==> src/rtl/hash_table_arb_pkg.sv <==
// Shared encodings for the hash table arbiter: table operations, response
// status codes and the arbiter FSM states.
package hash_table_arb_pkg;

    typedef enum logic [1:0] {
        OP_READ   = 2'b00,
        OP_WRITE  = 2'b01,
        OP_DELETE = 2'b10,
        OP_RSVD   = 2'b11
    } op_e;

    typedef enum logic [1:0] {
        STATUS_OK    = 2'b00,
        STATUS_MISS  = 2'b01,
        STATUS_FULL  = 2'b10,
        STATUS_ERROR = 2'b11
    } status_e;

    typedef enum logic [1:0] {
        IDLE  = 2'b00,
        ISSUE = 2'b01,
        WAIT  = 2'b10,
        RESP  = 2'b11
    } state_e;

endpackage

==> src/rtl/hash_table_arbiter_rr_arbiter.sv <==
// Round-robin grant: searches the request vector starting one past the
// supplied pointer (the last granted index) and returns a one-hot grant.
module rr_arbiter #(
    parameter int NUM_REQ = 4,
    parameter int IDX_W   = $clog2(NUM_REQ)
) (
    input  logic [NUM_REQ-1:0] req,
    input  logic [IDX_W-1:0]   ptr,
    output logic [NUM_REQ-1:0] grant,
    output logic [IDX_W-1:0]   idx,
    output logic               any
);

    int               cand;
    logic [IDX_W-1:0] cand_idx;

    // Offsets 1..NUM_REQ visit every index once, ending on the pointer itself.
    always_comb begin
        grant    = '0;
        idx      = '0;
        any      = 1'b0;
        cand     = 0;
        cand_idx = '0;
        for (int i = 1; i <= NUM_REQ; i++) begin
            cand     = (int'(ptr) + i) % NUM_REQ;
            cand_idx = IDX_W'(cand);
            if (!any && req[cand_idx]) begin
                any             = 1'b1;
                grant[cand_idx] = 1'b1;
                idx             = cand_idx;
            end
        end
    end

endmodule

==> src/rtl/hash_table_arbiter.sv <==
// Arbitrates several requesters onto a single-ported hash table, keeping one
// table operation in flight and returning a status/value to the granted requester.
module hash_table_arbiter
    import hash_table_arb_pkg::*;
#(
    parameter int NUM_REQ        = 4,
    parameter int KEY_WIDTH      = 32,
    parameter int VALUE_WIDTH    = 32,
    parameter int TIMEOUT_CYCLES = 16
) (
    input  logic                           clk,
    input  logic                           rst,
    input  logic [NUM_REQ-1:0]             req_valid,
    output logic [NUM_REQ-1:0]             req_ready,
    input  logic [2*NUM_REQ-1:0]           req_op,
    input  logic [KEY_WIDTH*NUM_REQ-1:0]   req_key,
    input  logic [VALUE_WIDTH*NUM_REQ-1:0] req_value,
    output logic [NUM_REQ-1:0]             rsp_valid,
    output logic [1:0]                     rsp_status,
    output logic [VALUE_WIDTH-1:0]         rsp_value,
    output logic                           busy,
    output logic                           ht_wr_en,
    output logic                           ht_rd_en,
    output logic                           ht_del_en,
    output logic [KEY_WIDTH-1:0]           ht_wr_key,
    output logic [KEY_WIDTH-1:0]           ht_rd_key,
    output logic [KEY_WIDTH-1:0]           ht_del_key,
    output logic [VALUE_WIDTH-1:0]         ht_wr_value,
    input  logic                           ht_wr_done,
    input  logic                           ht_wr_collision,
    input  logic                           ht_rd_valid,
    input  logic                           ht_rd_miss,
    input  logic                           ht_del_done,
    input  logic [VALUE_WIDTH-1:0]         ht_rd_value
);

    localparam int IDX_W = $clog2(NUM_REQ);
    localparam int CNT_W = $clog2(TIMEOUT_CYCLES + 1);

    state_e                 state;
    state_e                 next_state;
    logic [IDX_W-1:0]       ptr;
    logic [IDX_W-1:0]       idx_q;
    op_e                    op_q;
    logic [KEY_WIDTH-1:0]   key_q;
    logic [VALUE_WIDTH-1:0] val_q;
    status_e                status_q;
    logic [VALUE_WIDTH-1:0] rdata_q;
    logic [CNT_W-1:0]       cnt;

    logic [NUM_REQ-1:0]     grant;
    logic [IDX_W-1:0]       grant_idx;
    logic                   grant_any;
    logic [1:0]             sel_op;
    logic [KEY_WIDTH-1:0]   sel_key;
    logic [VALUE_WIDTH-1:0] sel_val;

    logic                   done;
    status_e                done_status;
    logic [VALUE_WIDTH-1:0] done_value;
    logic                   wait_timeout;

    rr_arbiter #(
        .NUM_REQ (NUM_REQ),
        .IDX_W   (IDX_W)
    ) u_rr (
        .req   (req_valid),
        .ptr   (ptr),
        .grant (grant),
        .idx   (grant_idx),
        .any   (grant_any)
    );

    // Pick the granted requester's op/key/value out of the packed buses.
    always_comb begin
        sel_op  = '0;
        sel_key = '0;
        sel_val = '0;
        for (int i = 0; i < NUM_REQ; i++) begin
            if (grant_idx == IDX_W'(i)) begin
                sel_op  = req_op[2*i +: 2];
                sel_key = req_key[KEY_WIDTH*i +: KEY_WIDTH];
                sel_val = req_value[VALUE_WIDTH*i +: VALUE_WIDTH];
            end
        end
    end

    // Only the strobes belonging to the latched op can complete it.
    always_comb begin
        done        = 1'b0;
        done_status = STATUS_OK;
        done_value  = '0;
        case (op_q)
            OP_READ: begin
                if (ht_rd_valid) begin
                    done       = 1'b1;
                    done_value = ht_rd_value;
                end else if (ht_rd_miss) begin
                    done        = 1'b1;
                    done_status = STATUS_MISS;
                end
            end
            OP_WRITE: begin
                if (ht_wr_done) begin
                    done = 1'b1;
                end else if (ht_wr_collision) begin
                    done        = 1'b1;
                    done_status = STATUS_FULL;
                end
            end
            OP_DELETE: done = ht_del_done;
            default:   done = 1'b0;
        endcase
    end

    assign wait_timeout = (cnt == CNT_W'(TIMEOUT_CYCLES - 1));

    always_ff @(posedge clk or posedge rst) begin
        if (rst) begin
            state    <= IDLE;
            ptr      <= IDX_W'(NUM_REQ - 1);
            idx_q    <= '0;
            op_q     <= OP_READ;
            key_q    <= '0;
            val_q    <= '0;
            status_q <= STATUS_OK;
            rdata_q  <= '0;
            cnt      <= '0;
        end else begin
            state <= next_state;
            case (state)
                IDLE: begin
                    if (grant_any) begin
                        ptr      <= grant_idx;
                        idx_q    <= grant_idx;
                        op_q     <= op_e'(sel_op);
                        key_q    <= sel_key;
                        val_q    <= sel_val;
                        status_q <= STATUS_ERROR;
                        rdata_q  <= '0;
                    end
                end
                ISSUE: cnt <= '0;
                WAIT: begin
                    cnt <= cnt + 1'b1;
                    if (done) begin
                        status_q <= done_status;
                        rdata_q  <= done_value;
                    end else if (wait_timeout) begin
                        status_q <= STATUS_ERROR;
                        rdata_q  <= '0;
                    end
                end
                default: cnt <= '0;
            endcase
        end
    end

    // Reserved ops skip the table and answer ERROR straight away.
    always_comb begin
        next_state = state;
        req_ready  = '0;
        ht_wr_en   = 1'b0;
        ht_rd_en   = 1'b0;
        ht_del_en  = 1'b0;
        rsp_valid  = '0;
        rsp_status = 2'b00;
        rsp_value  = '0;
        busy       = (state != IDLE);
        case (state)
            IDLE: begin
                if (grant_any && !rst) begin
                    req_ready  = grant;
                    next_state = (op_e'(sel_op) == OP_RSVD) ? RESP : ISSUE;
                end
            end
            ISSUE: begin
                ht_wr_en   = (op_q == OP_WRITE);
                ht_rd_en   = (op_q == OP_READ);
                ht_del_en  = (op_q == OP_DELETE);
                next_state = WAIT;
            end
            WAIT: begin
                if (done || wait_timeout) next_state = RESP;
            end
            RESP: begin
                rsp_valid  = NUM_REQ'(1) << idx_q;
                rsp_status = status_q;
                rsp_value  = rdata_q;
                next_state = IDLE;
            end
            default: next_state = IDLE;
        endcase
    end

    assign ht_wr_key   = key_q;
    assign ht_rd_key   = key_q;
    assign ht_del_key  = key_q;
    assign ht_wr_value = val_q;

endmodule

==> config.mk <==
export PLATFORM = sky130hd
export DESIGN_NAME = hash_table_arbiter
export DESIGN_NICKNAME = d
export VERILOG_FILES = /design/src/rtl/hash_table_arb_pkg.sv /design/src/rtl/hash_table_arbiter_rr_arbiter.sv /design/src/rtl/hash_table_arbiter.sv
export SDC_FILE = /design/constraint.sdc
export NUM_CORES = 1
export LEC_CHECK = 0
export BUFFER_PORTS_ARGS = -buffer_cell sky130_fd_sc_hd__buf_2
export CORE_AREA = 2 2 186 188
export DETAILED_ROUTE_END_ITERATION = 6
export DIE_AREA = 0 0 188 190
export GPL_ROUTABILITY_DRIVEN = 0
export SYNTH_ARGS = -nofsm -noshare
export SYNTH_HDL_FRONTEND = slang
export SYNTH_HIERARCHICAL = 1
export SYNTH_SLANG_ARGS = --single-unit
==> constraint.sdc <==
create_clock -name clk -period 5.1 [get_ports clk]
set_input_delay 1.02 -clock clk [delete_from_list [all_inputs] [get_ports clk]]
set_output_delay 1.02 -clock clk [all_outputs]
set_load 0.05 [all_outputs]
==> results of run 1 <==
## cell usage after synthesis (3+ instances only)
library cell / n
dfrtp_1: 109
mux2_2: 68
mux4_2: 67
buf_4: 65
nand2_1: 63
inv_1: 40
and2_1: 38
mux2i_1: 36
clkbuf_1: 18
ha_1: 14
buf_2: 8
nor2_1: 8
a21oi_1: 5
o21ai_0: 5
o21ai_1: 5
a221o_1: 4
buf_1: 4
buf_6: 4
nand3_1: 4
and3b_1: 3
buf_8: 3
nand3b_1: 3
nor2b_1: 3
nor3_1: 3
nor3b_1: 3
## routing by layer
layer / track usage [%] / vias to the layer above / wire, um
li1: - / 2914 / -
met1: 17.9 / 3163 / 10700
met2: 23.5 / 293 / 12400
met3: 4.50 / 24 / 2210
met4: 3.42 / 2 / 398
met5: 0 / - / 13
## final cells by class
type | count | area, um2
Tap cell | 455 | 569
Multi-Input combinational cell | 360 | 3840
Fill cell | 3532 | 23800
Antenna cell | 1 | 2.50
Clock inverter | 4 | 55.1
Clock buffer | 12 | 246
Sequential cell | 111 | 2780
Inverter | 41 | 159
Timing Repair Buffer | 488 | 2490
## state kept, by name, indices dropped and copies added, names as in the netlist
register,count
cnt,5
ht_del_key,32
ht_wr_value,32
idx_q,2
op_q,2
ptr,2
rdata_q,32
state,2
status_q,2
## power groups by stage
stage,logic (mW),clock network [mW],registers [mW]
4_1_cts,5.75,0.781,1.61
6_report,5.65,0.737,1.60
3_3_place_gp,5.72,0,1.60
3_5_place_dp,5.75,0,1.62
5_1_grt,6.02,0.806,1.66
2_1_floorplan,4.01,0,2.41
## through the flow
step	total power, mW	area (um2)	cells
after floorplan	6.43	7460	615
final	7.99	10100	1472
after CTS	8.14	10100	1471
after global placement	7.32	9840	1455
after detailed placement	7.37	9840	1455
after global routing	8.49	10100	1472
## worst paths after layout
check	endpoint	slack (ns)	cells past startpoint
min in group asynchronous	op_q[0]	0.69	2
max reg2reg	ht_wr_value[14]	1.67	8
max in group asynchronous	ht_del_key[15]	3.13	3
max	req_ready[1]	1.15	7
min	cnt[3]	0.47	1
min reg2reg	cnt[3]	0.47	1
## logic make-up after synthesis
group	Yosys count	share of synthesized area [%]
adder cells (fa/ha/maj)	14	2.35
multiplexers	172	35.6
AO/OA/AOI/OAI	36	3.81
AND/OR/NAND/NOR	138	9.43
flip-flops	111	37.3
buffers and inverters	144	11.5
## worst max-delay path: stages, from the launching register on
cell,delay (ns)
dfstp_2,0.75
inv_2,0.15
ha_1,0.55
mux2i_4,0.40
o21ai_1,0.13
a221o_1,0.26
and2_1,0.13
buf_2,0.20
==> flow_metrics.py, run 1 <==
metrics = {
    "run_status": {
        "outcome": "finished, final reports clean",
    },
    "logic_synthesis": {
        "ys_warn_count": 6,
        "synth_flop_cell": "dfrtp_1",
        "ys_ff_latch": 111,
        "synthArstFlopShare_pct": 100,
        "syn-cell-area_um2": 7460,
        "netlist_instances": 615,
        "synth_edf_count": 0,
        "syn-num-nets": 936,
        "syn_avg_cell_area_um2": 12.1,
        "netlist.area_leader.share_pct": 36.6,
        "synth_area_leaders": "dfrtp_1 (37%), mux4_2 (20%), mux2_2 (10%)",
        "yosysTopAreaCell": "dfrtp_1",
        "seq_area_frac_synth_pct": 37.3,
        "yosysUniqueCellTypes": 51,
    },
    "critical_path": {
        "r2r-start": "ptr[0]",
        "worstPathRequired_ns": 4.08,
        "arrival_ns": 2.93,
        "crit_path_end_kind": "output pin",
        "critPathLaunch": "ptr[0]",
        "start_kind": "register",
        "cp_max_fo": 17,
        "timing_worst_setup_path_type": "reg -> out",
    },
    "global_routing": {
        "grt-ovfl-total": 0,
        "grt_start_max_net_pins": 71,
        "grt_pass1_vias": 6401,
        "grt_pass1_wl_um": 38500,
        "track_usage_pct": 14.2,
        "antenna_found_initial": 3,
    },
    "sta": {
        "fin_ws_ns": 1.15,
        "fin_crit_sh_pct": 77.4,
        "slew_violations": 0,
        "fmax_ghz": 0.253,
        "max_slew.worst_pin.slew_ns": 0.992,
        "rsz0062_at_grt": "no",
        "fin_skew_ns": 0.00727,
        "final.min_clock_period_ns": 3.95,
        "setup_viol": 0,
        "hold_viol": 0,
        "worst_hold_slack_ns": 0.465,
        "timing.setup.tns_ns": 0,
        "slew_headroom_pct": 33.8,
    },
    "detailed_routing": {
        "wl_per_cell_um": 17.4,
        "vias_per_cell": 4.35,
        "first_pass_iters": 4,
        "ant_nets": 0,
        "vias": 6396,
        "post-route-drc-count": 0,
        "drt_iter0_markers": 174,
        "wirelength_um": 25700,
    },
    "power": {
        "vdd_ir_drop_max_uv": 472,
        "switching_share_pct": 54.1,
        "p_per_area_nw_per_um2": 788,
        "p_sw_mw": 4.32,
        "pwr-share-clk_pct": 9.2,
        "leakage_nw": 4.94,
        "p_int_mw": 3.67,
        "pwr-share-comb_pct": 70.7,
        "share_seq_of_total_power_pct": 20.0,
    },
    "layout": {
        "layout_common_cells": "buf_2 (480), dfrtp_1 (109), mux2_2 (68)",
        "final_common_cell": "buf_2",
        "areaGrowthSynthToFinish_pct": 36.0,
        "nets": 1332,
        "fin_util_pct": 29.9,
        "drive_above_1_share_pct": 64.4,
    },
    "clock_network": {
        "cts-root-buf": "clkbuf_16",
        "clkTransAtPathRegs_ns": 0.07,
        "cts.sinks": 111,
        "htree_num_levels": 3,
        "clockBufferDepth": 2,
        "clock_latency_ns": 0.35,
        "cts_hold_buf": 0,
        "cts_inserted_buffers": 9,
        "cts_resized": 0,
        "cts_tree": "yes",
        "postCtsSetupBuffers": 0,
    },
    "placed_design": {
        "port_buffers": 480,
        "post-place-ws_ns": 1.35,
        "dp_hpwl_um": 20700,
    },
    "min_path": {
        "min_path_type": "reg -> reg",
        "min_from": "cnt[3]",
    },
    "die": {
        "row_count": 68,
        "core_um2": 33900,
        "die_h_um": 190,
        "initial_core_util_pct": 22.0,
        "chipWidth_um": 188,
        "die-area_um2": 35700,
        "ios": 481,
    },
    "job": {
        "drv_cap": 0,
    },
}
Note: power is estimated with default switching activity, not from simulation.
==> run 2, diff against run 1 <==
- ABC_AREA: unset -> 1
- CORE_AREA: 2 2 186 188 -> 2 2 189 191
- DIE_AREA: 0 0 188 190 -> 0 0 191 193
- clock period: 5.1 -> 3.8 ns (I/O delays scaled with it)
==> run 2 against run 1 <==
  * Critical path depth grew 6
  * Via count up 33%
  * Routed wire length increased by 13%
  * Critical path type is now reg -> reg
  * Non-clock buffer count rose by 10
  * Critical endpoint is now ht_wr_value[6]
  * Utilization decreased by 1.4 points
  * Synthesized cell count is 70% higher
  * Die area rose by 3.2%
==> flow_metrics.py, run 2 <==
metrics = {
    "run_status": {
        "outcome": "finished, final reports clean",
    },
    "sta": {
        "setup_viol": 0,
        "slew_violations": 0,
        "fin_skew_ns": 0.0146,
        "slew_headroom_pct": 40.4,
        "fin_crit_sh_pct": 90.6,
        "timing.setup.tns_ns": 0,
        "fmax_ghz": 0.290,
        "max_slew.worst_pin.slew_ns": 0.892,
        "hold_viol": 0,
        "rsz0062_at_grt": "no",
        "final.min_clock_period_ns": 3.44,
    },
    "clock_network": {
        "cts_tree": "yes",
        "cts_hold_buf": 0,
        "clock_latency_ns": 0.36,
        "cts_resized": 0,
        "clockBufferDepth": 2,
        "cts-root-buf": "clkbuf_16",
        "cts.sinks": 111,
        "clkTransAtPathRegs_ns": 0.09,
        "htree_num_levels": 3,
        "postCtsSetupBuffers": 0,
        "cts_inserted_buffers": 9,
    },
    "logic_synthesis": {
        "seq_area_frac_synth_pct": 38.1,
        "synth_common_cells": "nand2_1 (343), nand3_1 (110), dfrtp_1 (109), a21oi_1 (73), buf_4 (73)",
        "syn-num-nets": 1369,
        "yosysTopAreaCell": "dfrtp_1",
        "ys_ff_latch": 111,
        "synth_edf_count": 0,
        "netlist.area_leader.share_pct": 37.4,
        "syn_avg_cell_area_um2": 6.96,
        "synthArstFlopShare_pct": 100,
        "ys_warn_count": 6,
        "synth.most_common_cell": "nand2_1",
        "syn-cell-area_um2": 7290,
        "synth_area_leaders": "dfrtp_1 (37%), nand2_1 (18%), nand3_1 (7.5%)",
        "netlist_instances": 1048,
        "synth_flop_cell": "dfrtp_1",
        "yosysUniqueCellTypes": 30,
    },
    "global_routing": {
        "grt_pass1_vias": 7910,
        "antenna_found_initial": 8,
        "grt_start_max_net_pins": 87,
        "track_usage_pct": 14.9,
        "grt_pass1_wl_um": 42700,
        "grt-ovfl-total": 0,
    },
    "die": {
        "core_um2": 35000,
        "ios": 481,
        "die-area_um2": 36900,
        "die_h_um": 193,
        "chipWidth_um": 191,
        "row_count": 69,
        "initial_core_util_pct": 20.9,
    },
    "layout": {
        "final_common_cell": "buf_2",
        "fill_cells": 3963,
        "drive_above_1_share_pct": 37.8,
        "areaGrowthSynthToFinish_pct": 36.3,
        "nets": 1748,
        "layout_common_cells": "buf_2 (480), nand2_1 (341), nand3_1 (110)",
    },
    "critical_path": {
        "arrival_ns": 3.71,
        "worstPathRequired_ns": 4.07,
        "cp_max_fo": 35,
        "crit_path_end_kind": "register",
        "start_kind": "register",
        "timing_worst_setup_path_type": "reg -> reg",
    },
    "placed_design": {
        "port_buffers": 480,
        "dp_hpwl_um": 23100,
    },
    "detailed_routing": {
        "wl_per_cell_um": 15.3,
        "vias_per_cell": 4.47,
        "ant_nets": 0,
        "drt_iter0_markers": 404,
        "wirelength_um": 29100,
        "post-route-drc-count": 0,
        "first_pass_iters": 5,
        "vias": 8475,
    },
    "min_path": {
        "min_path_type": "reg -> reg",
    },
    "job": {
        "drv_cap": 0,
    },
}
## run 2: cell count changes in the layout (fill, tap and decap cells not counted), moves of 50 or more
cell,previous run,this run
nand2_1,62,341
nand3_1,4,110
a21oi_1,5,73
nor2_1,8,58
mux2_2,68,0
mux4_2,67,0
## run 2: metal layers
| layer | share of wire (%) | wire (um) | global-route usage [%] | vias to the layer above |
|---|---|---|---|---|
| met4 | 3.5 | 1000 | 6.05 | 6 |
| met5 | 0.12 | 36 | 0 | - |
| met3 | 8.3 | 2420 | 3.46 | 48 |
| met2 | 49 | 14300 | 26.1 | 382 |
| li1 | - | - | - | 4109 |
| met1 | 39 | 11300 | 17.6 | 3930 |
## run 2: cells by family after synthesis
family	Yosys count	synth area share, %
DFF	111	38.1
adders and majority gates	14	2.40
AOI/OAI and AO/OA	182	13.5
buffers and inverters	198	14.9
and+or+nand+nor	543	31.1
## run 2: critical path: stages (launching register included)
cell and delay [ns]:
dfstp_2 0.63, inv_1 0.17, ha_1 0.37, inv_1 0.09, nand2_2 0.12, nand2_2 0.07, inv_2 0.09, nand2_1 0.06
nor2_1 0.21, a21oi_4 0.06, nor2_4 0.70, buf_4 0.47, a21oi_1 0.12, a31oi_1 0.18
## run 2: through the flow
| step | utilization [%] | hold WS (ns) | std cells | worst slack, ns | instance area [um2] |
|---|---|---|---|---|---|
| finish | 28.4 | 0.491 | 1898 | 0.356 | 9940 |
| global placement | 27.5 | 0.471 | 1877 | 0.479 | 9630 |
| global route | 28.4 | 0.523 | 1896 | 0.0612 | 9930 |
| detailed placement | 27.5 | 0.474 | 1877 | 0.360 | 9630 |
| CTS | 28.4 | 0.496 | 1893 | 0.327 | 9930 |
| floorplan | - | 0.449 | 1048 | 0.265 | 7300 |
## run 2: path summary, 6_finish.rpt
kind	start	end	slack, ns	cells past startpoint
min	rdata_q[0]	rdata_q[0]	0.49	2
min in group asynchronous	rst	ht_del_key[24]	0.59	3
max	ptr[1]	ht_wr_value[6]	0.36	13
min reg2reg	rdata_q[0]	rdata_q[0]	0.49	2
max in group asynchronous	rst	ht_del_key[28]	2.04	4
max reg2reg	ptr[1]	ht_wr_value[6]	0.36	13
## run 2: final cells by class
| type | instances | area, um2 | share of cell area [%] |
|---|---|---|---|
| multi-input cells | 739 | 3460 | 34.8 |
| flip-flops and latches | 111 | 2780 | 28.0 |
| repair buffers | 498 | 2550 | 25.7 |
| well taps | 461 | 577 | 5.80 |
| inverters | 68 | 263 | 2.64 |
| clock buffers | 10 | 239 | 2.40 |
| clock inverters | 6 | 61.3 | 0.617 |
| diodes | 5 | 12.5 | 0.126 |
Power of run 2 is not shown: default switching activity piles up to over one toggle a cycle in this logic, so the estimate is an artifact.
==> run 3, diff against run 2 <==
- CELL_PAD_IN_SITES_DETAIL_PLACEMENT: unset -> 1
- CELL_PAD_IN_SITES_GLOBAL_PLACEMENT: unset -> 2
- CORE_AREA: 2 2 189 191 -> unset
- CORE_UTILIZATION: unset -> 21
- DIE_AREA: 0 0 191 193 -> unset
- PLACE_DENSITY_LB_ADDON: unset -> 0.1
==> run 3 against run 2 <==
  * Routed wire length up 20%
  * Clock-buffer cell count did not move
  * Critical endpoint is now req_ready[2]
  * Flip-flop and latch count stayed put
  * Register-to-register slack gained 0.31 ns
  * First-iteration DRC count decreased by 18%
  * Maximum frequency grew 2.1%
  * Worst hold slack got worse by 0.0040 ns
==> flow_metrics.py, run 3 (synthesized netlist as in run 2, its figures left out) <==
metrics = {
    "layout": {
        "fill_cells": 4363,
        "final_common_cell": "buf_2",
        "layout_common_cells": "buf_2 (480), nand2_1 (341), nand3_1 (110)",
        "nets": 1748,
        "final_cells": 1888,
        "drive_above_1_share_pct": 37.7,
        "areaGrowthSynthToFinish_pct": 36.4,
    },
    "critical_path": {
        "r2r_slack_ns": 0.67,
        "slowest_stage": "dfstp_2",
        "arrival_ns": 2.61,
        "slowest_delay_ns": 0.65,
        "worstPathRequired_ns": 3.04,
        "crit_path_end_kind": "output pin",
        "rr_worst_depth": 14,
        "timing_worst_setup_path_type": "reg -> out",
        "start_kind": "register",
        "path_delay_family": "flip-flops",
        "crit_chain": "inv_2 > ha_1 > inv_1 > nand2_2 > nand2_2 > nor2_2 > a21oi_1 > nand3_1 > nand2_1 > nor2_1 > buf_2",
        "r2r_end": "ht_wr_value[1]",
        "crit_top_cell": "nand2_2",
        "r2r-start": "ptr[0]",
        "critPathBufInv": 3,
        "cp_max_fo": 10,
    },
    "sta": {
        "rsz0062_at_grt": "no",
        "fmax_ghz": 0.297,
        "fin_skew_ns": 0.0145,
        "fin_ws_ns": 0.429,
        "timing.setup.tns_ns": 0,
        "max_slew.worst_pin.slew_ns": 0.688,
        "setup_viol": 0,
        "final.min_clock_period_ns": 3.37,
        "slew_violations": 0,
        "fin_crit_sh_pct": 88.7,
        "hold_viol": 0,
        "slew_headroom_pct": 54.1,
    },
    "detailed_routing": {
        "vias": 8295,
        "wirelength_um": 34800,
        "ant_nets": 0,
        "drt_iter0_markers": 332,
        "post-route-drc-count": 0,
        "vias_per_cell": 4.39,
        "wl_per_cell_um": 18.5,
        "first_pass_iters": 4,
    },
    "clock_network": {
        "htree_num_levels": 3,
        "cts_hold_buf": 0,
        "cts.sinks": 111,
        "postCtsSetupBuffers": 0,
        "cts-root-buf": "clkbuf_16",
        "cts_tree": "yes",
        "cts_resized": 0,
        "clock_latency_ns": 0.37,
        "cts_inserted_buffers": 9,
        "clkTransAtPathRegs_ns": 0.09,
        "clockBufferDepth": 2,
    },
    "die": {
        "core_um2": 33900,
        "die_h_um": 188,
        "chipWidth_um": 188,
        "ios": 481,
        "initial_core_util_pct": 21.5,
        "die-area_um2": 35500,
        "row_count": 67,
    },
    "placed_design": {
        "port_buffers": 480,
        "post-place-ws_ns": 0.698,
        "dp.cells": 1864,
        "dp_hpwl_um": 27000,
    },
    "global_routing": {
        "grt_pass1_vias": 8417,
        "track_usage_pct": 19.3,
        "grt_start_max_net_pins": 113,
        "antenna_found_initial": 9,
        "grt-ovfl-total": 0,
        "grt_pass1_wl_um": 51900,
    },
    "min_path": {
        "min_from": "rdata_q[25]",
        "whs_path_depth": 2,
        "min_path_type": "reg -> reg",
        "min_to": "rdata_q[25]",
    },
    "job": {
        "drv_cap": 0,
    },
    "run_status": {
        "outcome": "finished, final reports clean",
    },
}
run 3: changes by cell type in the layout (fill, tap and decap cells not counted):
cell	before	now
clkbuf_1	0	1
diode_2	5	8
inv_8	1	0
clkinv_4	0	2
clkinv_2	1	2
clkinvlp_4	2	1
inv_6	3	2
clkbuf_8	1	0
buf_12	1	4
buf_4	17	14
run 3: cell type report:
class	count	area [um2]	share of cell area [%]
Tap cell	448	561	5.63
Multi-Input combinational cell	739	3460	34.7
Clock buffer	10	229	2.30
Sequential cell	111	2780	27.9
Inverter	68	263	2.64
Clock inverter	6	56.3	0.566
Timing Repair Buffer	498	2590	26.0
Antenna cell	8	20.0	0.201
run 3: worst reg2reg max path: stages, from the launching register on:
cell and delay, ns:
dfstp_2 0.65, inv_2 0.14, ha_1 0.36, inv_1 0.12, nand2_2 0.11, nand2_2 0.09
inv_2 0.06, nand3_1 0.08, nand3_1 0.31, inv_2 0.21, buf_4 0.40, nand3_1 0.17
nand2_1 0.10, a21oi_1 0.08, a31oi_1 0.16
run 3: worst max-delay path by stage:
stage | end | cells past startpoint | startpoint | slack, ns
floorplan | req_ready[0] | 3 | rst | 0.26
global placement | ht_wr_value[11] | 14 | ptr[0] | 0.75
detailed placement | ht_wr_value[6] | 14 | ptr[0] | 0.70
CTS | req_ready[3] | 11 | ptr[0] | 0.39
global route | req_ready[2] | 11 | ptr[0] | 0.20
finish | req_ready[2] | 11 | ptr[0] | 0.43
run 3: per-stage QoR:
step	hold WS [ns]	area, um2	util, %
finish	0.487	9950	29.4
global route	0.520	9940	29.4
CTS	0.497	9930	29.3
detailed placement	0.473	9650	28.5
global placement	0.465	9650	28.5
floorplan	0.449	7300	-
run 3: per-layer routing:
layer  up-vias  GRT usage [%]  part of all wire, %  wire (um)
li1       4114              -                    -          -
met1      3878           23.5                   41      14300
met2       271           34.3                   51      17700
met3        26           4.36                  6.6       2280
met4         6           4.44                  1.3        459
met5         -              0                 0.15         51
Power of run 3 is left out for the same reason.
